==> config.mk <==
export PLATFORM = sky130hd
export DESIGN_NAME = m_axi_cnt_burst
export DESIGN_NICKNAME = d
export VERILOG_FILES = /design/src/rtl/m_axi_cnt_pkg.sv /design/src/rtl/m_axi_cnt_beat_ctr.sv /design/src/rtl/m_axi_cnt_burst.sv
export SDC_FILE = /design/constraint.sdc
export NUM_CORES = 1
export LEC_CHECK = 0
export CAP_MARGIN = 25
export CELL_PAD_IN_SITES_DETAIL_PLACEMENT = 2
export CELL_PAD_IN_SITES_GLOBAL_PLACEMENT = 2
export CORE_ASPECT_RATIO = 0.8
export CORE_UTILIZATION = 30
export CTS_CLUSTER_DIAMETER = 30
export DETAILED_ROUTE_END_ITERATION = 10
export PLACE_DENSITY = 0.95
export SLEW_MARGIN = 20
export SYNTH_ARGS = -nofsm -noshare
export SYNTH_HDL_FRONTEND = slang
export SYNTH_SLANG_ARGS = --single-unit
==> constraint.sdc <==
create_clock -name clk -period 9.34 [get_ports clk]
set_clock_uncertainty 0.2 [all_clocks]
set_input_delay 2.802 -clock clk [delete_from_list [all_inputs] [get_ports clk]]
set_output_delay 2.802 -clock clk [all_outputs]
set_load 0.03 [all_outputs]
==> src/rtl/m_axi_cnt_pkg.sv <==
// Shared types and AXI constants for the burst counter writer.
// State encoding, burst/response codes and the awsize helper.
package m_axi_cnt_pkg;

  typedef enum logic [1:0] {
    ST_IDLE = 2'd0,
    ST_ADDR = 2'd1,
    ST_DATA = 2'd2,
    ST_RESP = 2'd3
  } state_e;

  localparam logic [1:0] AXI_BURST_FIXED = 2'b00;
  localparam logic [1:0] AXI_BURST_INCR  = 2'b01;
  localparam logic [1:0] AXI_BURST_WRAP  = 2'b10;

  localparam logic [1:0] AXI_RESP_OKAY   = 2'b00;
  localparam logic [1:0] AXI_RESP_EXOKAY = 2'b01;
  localparam logic [1:0] AXI_RESP_SLVERR = 2'b10;
  localparam logic [1:0] AXI_RESP_DECERR = 2'b11;

  // Legal widths are 32/64/128; anything else falls back to a 4-byte beat.
  function automatic logic [2:0] axi_size(input int data_width);
    case (data_width)
      64:      return 3'd3;
      128:     return 3'd4;
      default: return 3'd2;
    endcase
  endfunction

endpackage

==> src/rtl/m_axi_cnt_beat_ctr.sv <==
// Beat index within a burst, last-beat flag and the free-running data counter.
// Zero latency to outputs; advances only on a W handshake, so data/last hold under stall.
module m_axi_cnt_beat_ctr #(
  parameter int DATA_WIDTH = 32
) (
  input  logic                  clk,
  input  logic                  areset,
  input  logic                  burst_start,
  input  logic [7:0]            len,
  input  logic [DATA_WIDTH-1:0] step,
  input  logic                  beat_hs,
  output logic [DATA_WIDTH-1:0] data,
  output logic                  last
);

  logic [7:0]            beat_q;
  logic [DATA_WIDTH-1:0] data_q;

  // The data counter is only cleared by reset so the sequence continues across runs.
  always_ff @(posedge clk) begin
    if (areset) begin
      beat_q <= '0;
      data_q <= '0;
    end else begin
      if (burst_start) begin
        beat_q <= '0;
      end else if (beat_hs) begin
        beat_q <= beat_q + 8'd1;
      end
      if (beat_hs) begin
        data_q <= data_q + step;
      end
    end
  end

  assign data = data_q;
  assign last = (beat_q == len);

endmodule

==> src/rtl/m_axi_cnt_burst.sv <==
// AXI4 write master streaming an incrementing counter as INCR bursts, one burst in flight.
// AW then W then B per burst; every channel waits on its ready/valid, bursts are never truncated.
module m_axi_cnt_burst #(
  parameter int DATA_WIDTH = 32,
  parameter int ADDR_WIDTH = 64,
  parameter int ID_WIDTH   = 4,
  parameter int AXI_ID     = 0
) (
  input  logic                    clk,
  input  logic                    areset,
  input  logic                    cfg_enable_i,
  input  logic [ADDR_WIDTH-1:0]   cfg_base_addr_i,
  input  logic [7:0]              cfg_burst_len_i,
  input  logic [15:0]             cfg_num_bursts_i,
  input  logic [DATA_WIDTH-1:0]   cfg_incr_step_i,
  input  logic                    cfg_stop_on_err_i,
  output logic [ID_WIDTH-1:0]     awid_o,
  output logic [ADDR_WIDTH-1:0]   awaddr_o,
  output logic [7:0]              awlen_o,
  output logic [2:0]              awsize_o,
  output logic [1:0]              awburst_o,
  output logic                    awvalid_o,
  input  logic                    awready_i,
  output logic [DATA_WIDTH-1:0]   wdata_o,
  output logic [DATA_WIDTH/8-1:0] wstrb_o,
  output logic                    wlast_o,
  output logic                    wvalid_o,
  input  logic                    wready_i,
  input  logic [ID_WIDTH-1:0]     bid_i,
  input  logic [1:0]              bresp_i,
  input  logic                    bvalid_i,
  output logic                    bready_o,
  output logic                    busy_o,
  output logic                    done_o,
  output logic                    err_o,
  output logic [15:0]             bursts_done_o
);

  import m_axi_cnt_pkg::*;

  localparam int                    BYTES      = DATA_WIDTH / 8;
  localparam logic [2:0]            AWSIZE     = axi_size(DATA_WIDTH);
  localparam logic [ADDR_WIDTH-1:0] ALIGN_MASK = ~ADDR_WIDTH'(BYTES - 1);

  typedef struct packed {
    logic [7:0]            len;
    logic [15:0]           num;
    logic [DATA_WIDTH-1:0] step;
    logic                  stop_on_err;
  } run_cfg_t;

  state_e                state_q, state_d;
  run_cfg_t              cfg_q;
  logic [ADDR_WIDTH-1:0] addr_q;
  logic [ADDR_WIDTH-1:0] burst_bytes;
  logic [15:0]           bursts_q;
  logic [15:0]           bursts_inc;
  logic                  err_q, busy_q, done_q;
  logic                  start, aw_hs, w_hs, b_hs, b_err;
  logic                  count_reached, run_end, beat_last;
  logic                  unused_bid;

  assign unused_bid    = ^bid_i;

  assign start         = (state_q == ST_IDLE) && cfg_enable_i;
  assign aw_hs         = awvalid_o && awready_i;
  assign w_hs          = wvalid_o && wready_i;
  assign b_hs          = bready_o && bvalid_i;
  assign b_err         = (bresp_i != AXI_RESP_OKAY);
  assign bursts_inc    = bursts_q + 16'd1;
  assign count_reached = (cfg_q.num != 16'd0) && (bursts_inc == cfg_q.num);
  // A dropped enable or an error stop only ends the run once the B handshake is done.
  assign run_end       = (cfg_q.stop_on_err && (err_q || b_err)) || !cfg_enable_i || count_reached;
  assign burst_bytes   = (ADDR_WIDTH'(cfg_q.len) + ADDR_WIDTH'(1)) << AWSIZE;

  always_ff @(posedge clk) begin
    if (areset) begin
      state_q <= ST_IDLE;
    end else begin
      state_q <= state_d;
    end
  end

  always_comb begin
    state_d   = state_q;
    awvalid_o = 1'b0;
    wvalid_o  = 1'b0;
    bready_o  = 1'b0;
    unique case (state_q)
      ST_IDLE: begin
        if (cfg_enable_i) state_d = ST_ADDR;
      end
      ST_ADDR: begin
        awvalid_o = 1'b1;
        if (awready_i) state_d = ST_DATA;
      end
      ST_DATA: begin
        wvalid_o = 1'b1;
        if (wready_i && beat_last) state_d = ST_RESP;
      end
      ST_RESP: begin
        bready_o = 1'b1;
        if (bvalid_i) state_d = run_end ? ST_IDLE : ST_ADDR;
      end
      default: state_d = ST_IDLE;
    endcase
  end

  always_ff @(posedge clk) begin
    if (areset) begin
      cfg_q    <= '0;
      addr_q   <= '0;
      bursts_q <= '0;
      err_q    <= 1'b0;
      busy_q   <= 1'b0;
      done_q   <= 1'b0;
    end else begin
      done_q <= 1'b0;
      if (start) begin
        cfg_q.len         <= cfg_burst_len_i;
        cfg_q.num         <= cfg_num_bursts_i;
        cfg_q.step        <= cfg_incr_step_i;
        cfg_q.stop_on_err <= cfg_stop_on_err_i;
        addr_q            <= cfg_base_addr_i & ALIGN_MASK;
        bursts_q          <= '0;
        err_q             <= 1'b0;
        busy_q            <= 1'b1;
      end
      if (b_hs) begin
        bursts_q <= bursts_inc;
        addr_q   <= addr_q + burst_bytes;
        if (b_err) err_q <= 1'b1;
        if (run_end) begin
          busy_q <= 1'b0;
          done_q <= count_reached;
        end
      end
    end
  end

  m_axi_cnt_beat_ctr #(
    .DATA_WIDTH (DATA_WIDTH)
  ) u_beat_ctr (
    .clk         (clk),
    .areset      (areset),
    .burst_start (aw_hs),
    .len         (cfg_q.len),
    .step        (cfg_q.step),
    .beat_hs     (w_hs),
    .data        (wdata_o),
    .last        (beat_last)
  );

  assign awid_o        = ID_WIDTH'(AXI_ID);
  assign awaddr_o      = addr_q;
  assign awlen_o       = cfg_q.len;
  assign awsize_o      = AWSIZE;
  assign awburst_o     = AXI_BURST_INCR;
  assign wstrb_o       = '1;
  assign wlast_o       = wvalid_o && beat_last;
  assign busy_o        = busy_q;
  assign done_o        = done_q;
  assign err_o         = err_q;
  assign bursts_done_o = bursts_q;

endmodule

==> impl_results.md <==
* Run status: finished, final reports clean
* Sw Share at 0.388
* Final setup violation count at 0
* Root Buffer: clkbuf_16
* Internal cell power at roughly 1.7 mW
* Buffers on Ports at roughly 250
* Switching Power at 1.08 mW
* PwrDens at 206 nW/um^2
* CP Data Arrival Time at approximately 2400 ps
* Via density at 5.49
* Fmax at roughly 0.19 GHz
* Slew HR at 0.355
* Register area share after synthesis at 0.354
* Endpoint class of the critical path: output pin
* Synth unique cells at 65
* Hold Path Depth at 2
* Final core occ at 0.411
* Number of CTS-inserted buffers at 17
* Synth Instances at between 1000 and 1500
* Core area at ~33000 sq um
* Vias at ~11000
* Vias in the first global route at between 10000 and 15000
* CP Class: reg2out
* Cell accounting for the most synthesized area: dfxtp_1
* RSZ-0062 raised after global routing: false
* Largest net degree at the start of global routing at 112
* Critical R2R Launch: awlen_o[0]
* WL final at ~42000 um
* Die width at around 210 um
* TritonCTS clock tree: built
* Clock-pin slew on the worst setup and hold paths at 70 ps
* Rows at between 50 and 60
* Area added between synthesis and finish at 33.1%
* EDFF count, synth at 0
* Footprint of the multi-input gates at 6120 sq um
* GP Congestion at about 0.8
* Drt initial violations at approximately 450
* FF-to-FF End: awaddr_o[60]
* Hold Crit Start: cfg_q[6]
* Fin nets at about 1700
* Reg2reg path depth at 14
* Hold endpoint: cfg_q[6]
* Asr flop ratio synth at 0
* Worst Tran Pin Value at 968 ps
* Initial antenna violation count at 1
* H-Tree Depth at 4
* Post-synth top area share at 0.354
* Starting Density at 0.309
* Register area at between 3000 and 4000 sq um
* Share of power burned in registers at 0.360
* Clk sinks at 180
* Post-route DRC at 0
* Combinational power share at 0.359
* Max cap viols at 0
* Yosys warns at 0
* Setup Buffers After CTS at 0
* Global route total overflow at 0
* Flip-flop and latch count after synthesis at 180
* Syn Area/Cell at 7.70 sq um
* Final Hold Vio Count at 0
* DIE HEIGHT at roughly 170 um
* # fillers at between 3000 and 4000
* Max Slew Vio Count at 0
* Startpoint class of the critical path: flop
* DPL Wire Length at a little under 30000 um
* Clock Path Buffers at 2
* Slowest cell on crit path: clkdlybuf4s50_1
* CP max stage delay at around 690 ps
* Clock share of power at 0.281
* First-pass GRT wire length at about 66000 um
* Placed Area at approximately 13000 sq um
* Final Cycle Share at 0.578
* Layout cells sized above 1 at 0.0436
* Most numerous cell in the Yosys netlist: nand2_1
* DR pass1 iterations at 5
* Die area at 34700 sq um
* Ys flop type: dfxtp_1
* CP cell instances: xnor2_1, nand4_1, nor2_1, and2_1, clkdlybuf4s50_1
* Synth Cell Area at slightly above 10000 sq um
* Synth top cells by count: nand2_1 (260), dfxtp_1 (180), a21oi_1 (160)
* Drt wl/cell at ~21 um
* Setup TNS at 0 ps
* Leakage at ~5.1 nW
* Worst-Skew Late Latency at between 400 and 500 ps
* Hold buffers post-CTS at 0
* CTS resizes at 0
* Post-route ant nets at 0
* Required @ worst endpoint at about 6300 ps
* Ports at between 200 and 300
* Min cycle time layout at between 5000 and 6000 ps
* Hold/Removal Path Class: reg2reg
* Post-route cell area at about 14000 sq um
* Biggest fanout along the worst timing path at 7
* IR drop worst, VDD at 0.000127 V
* Reg2Reg Setup Slack at 5110 ps
* Most area-consuming cells after synthesis: dfxtp_1 (35%), nand2_1 (9.6%), a21oi_1 (7.9%)
* Total track usage at 0.239
registers in the layout, indices dropped and copies added (netlist names):
name / flops
awlen_o: 8
state_q: 2
err_o: 1
awaddr_o: 62
bursts_done_o: 16
u_beat_ctr.beat_q: 8
busy_o: 1
u_beat_ctr.data: 32
done_o: 1
cfg_q: 49
cell type report:
class                   count  area share
diodes                      1    0.000184
clock buffers              19      0.0326
clock inverters            10      0.0117
inverters                  23     0.00636
multi-input cells        1038       0.451
flip-flops and latches    180       0.266
well taps                 427      0.0394
repair buffers            265       0.193
cells by family (layout without fill, tap and decap cells):
kind of cell / after synthesis / in the layout / share of synthesized area
buffers and inverters: 118 / 317 / 0.0525
XOR/XNOR: 76 / 76 / 0.0653
other: 2 / 16 / 0.000737
AND/OR/NAND/NOR: 538 / 538 / 0.242
flip-flops: 180 / 180 / 0.354
adder cells (fa/ha/maj): 50 / 50 / 0.0628
multiplexers: 8 / 8 / 0.00872
AO/OA/AOI/OAI: 351 / 351 / 0.215
cells in the final DEF, fill, tap and decap left out, types with 5 or more instances in the layout:
master	synthesis	routed
buf_4	24	13
or3_1	14	14
xnor2_1	46	46
nor4_1	27	26
xor2_1	30	30
a21oi_1	160	160
a31oi_1	19	19
mux2_2	7	7
o21bai_1	11	11
clkbuf_16	0	17
and3_1	27	27
conb_1	2	15
and2_1	10	9
nor2_1	101	100
a21o_1	20	20
clkdlybuf4s50_1	0	250
dfxtp_1	180	180
nand3_1	29	29
nor2b_1	8	8
inv_1	23	23
nand2_1	260	258
a221oi_1	6	6
a22oi_1	5	5
a311oi_1	19	19
nand4_1	19	19
o211ai_1	14	14
a211oi_1	23	23
nor3_1	18	18
ha_1	48	48
o21ai_0	36	36
power by group through the flow:
stage / logic, mW / registers [mW] / clock network [mW]
finish: 1.00 / 1.01 / 0.783
global route: 1.09 / 1.02 / 0.826
CTS: 1.02 / 1.01 / 0.803
detailed placement: 1.00 / 1.02 / 0
global placement: 0.946 / 1.01 / 0
floorplan: 0.507 / 1.10 / 0
layer usage:
| metal | vias up | routed length (um) | track usage |
|---|---|---|---|
| met2 | 215 | 20700 | 0.421 |
| met4 | 0 | 1060 | 0.0873 |
| li1 | 5058 | - | - |
| met1 | 5432 | 18500 | 0.287 |
| met3 | 64 | 1430 | 0.0471 |
| met5 | - | 0 | 0 |
per-stage QoR:
stage	hold WS [ps]	setup WS, ps	total power, mW	std cells
CTS	269	3840	2.82	1962
detailed placement	260	3780	2.02	1933
global route	291	3740	2.93	1963
finish	266	3940	2.79	1963
global placement	250	3580	1.96	1932
floorplan	237	4590	1.61	1336
how the worst max path moves through the flow:
stage	from	endpoint	cells after the start
finish	awlen_o[0]	wlast_o	5
global route	awlen_o[2]	wlast_o	5
CTS	awlen_o[7]	wlast_o	5
detailed placement	bvalid_i	awaddr_o[51]	7
global placement	bvalid_i	awaddr_o[63]	7
floorplan	bvalid_i	awaddr_o[63]	7
worst max-delay path: cells and delay by family (launching register included):
family | cells | cell delay, ps
xor+xnor | 1 | 170
buf+inv | 1 | 690
flops | 1 | 510
simple gates | 3 | 560
(Power assumes the default switching activity.)
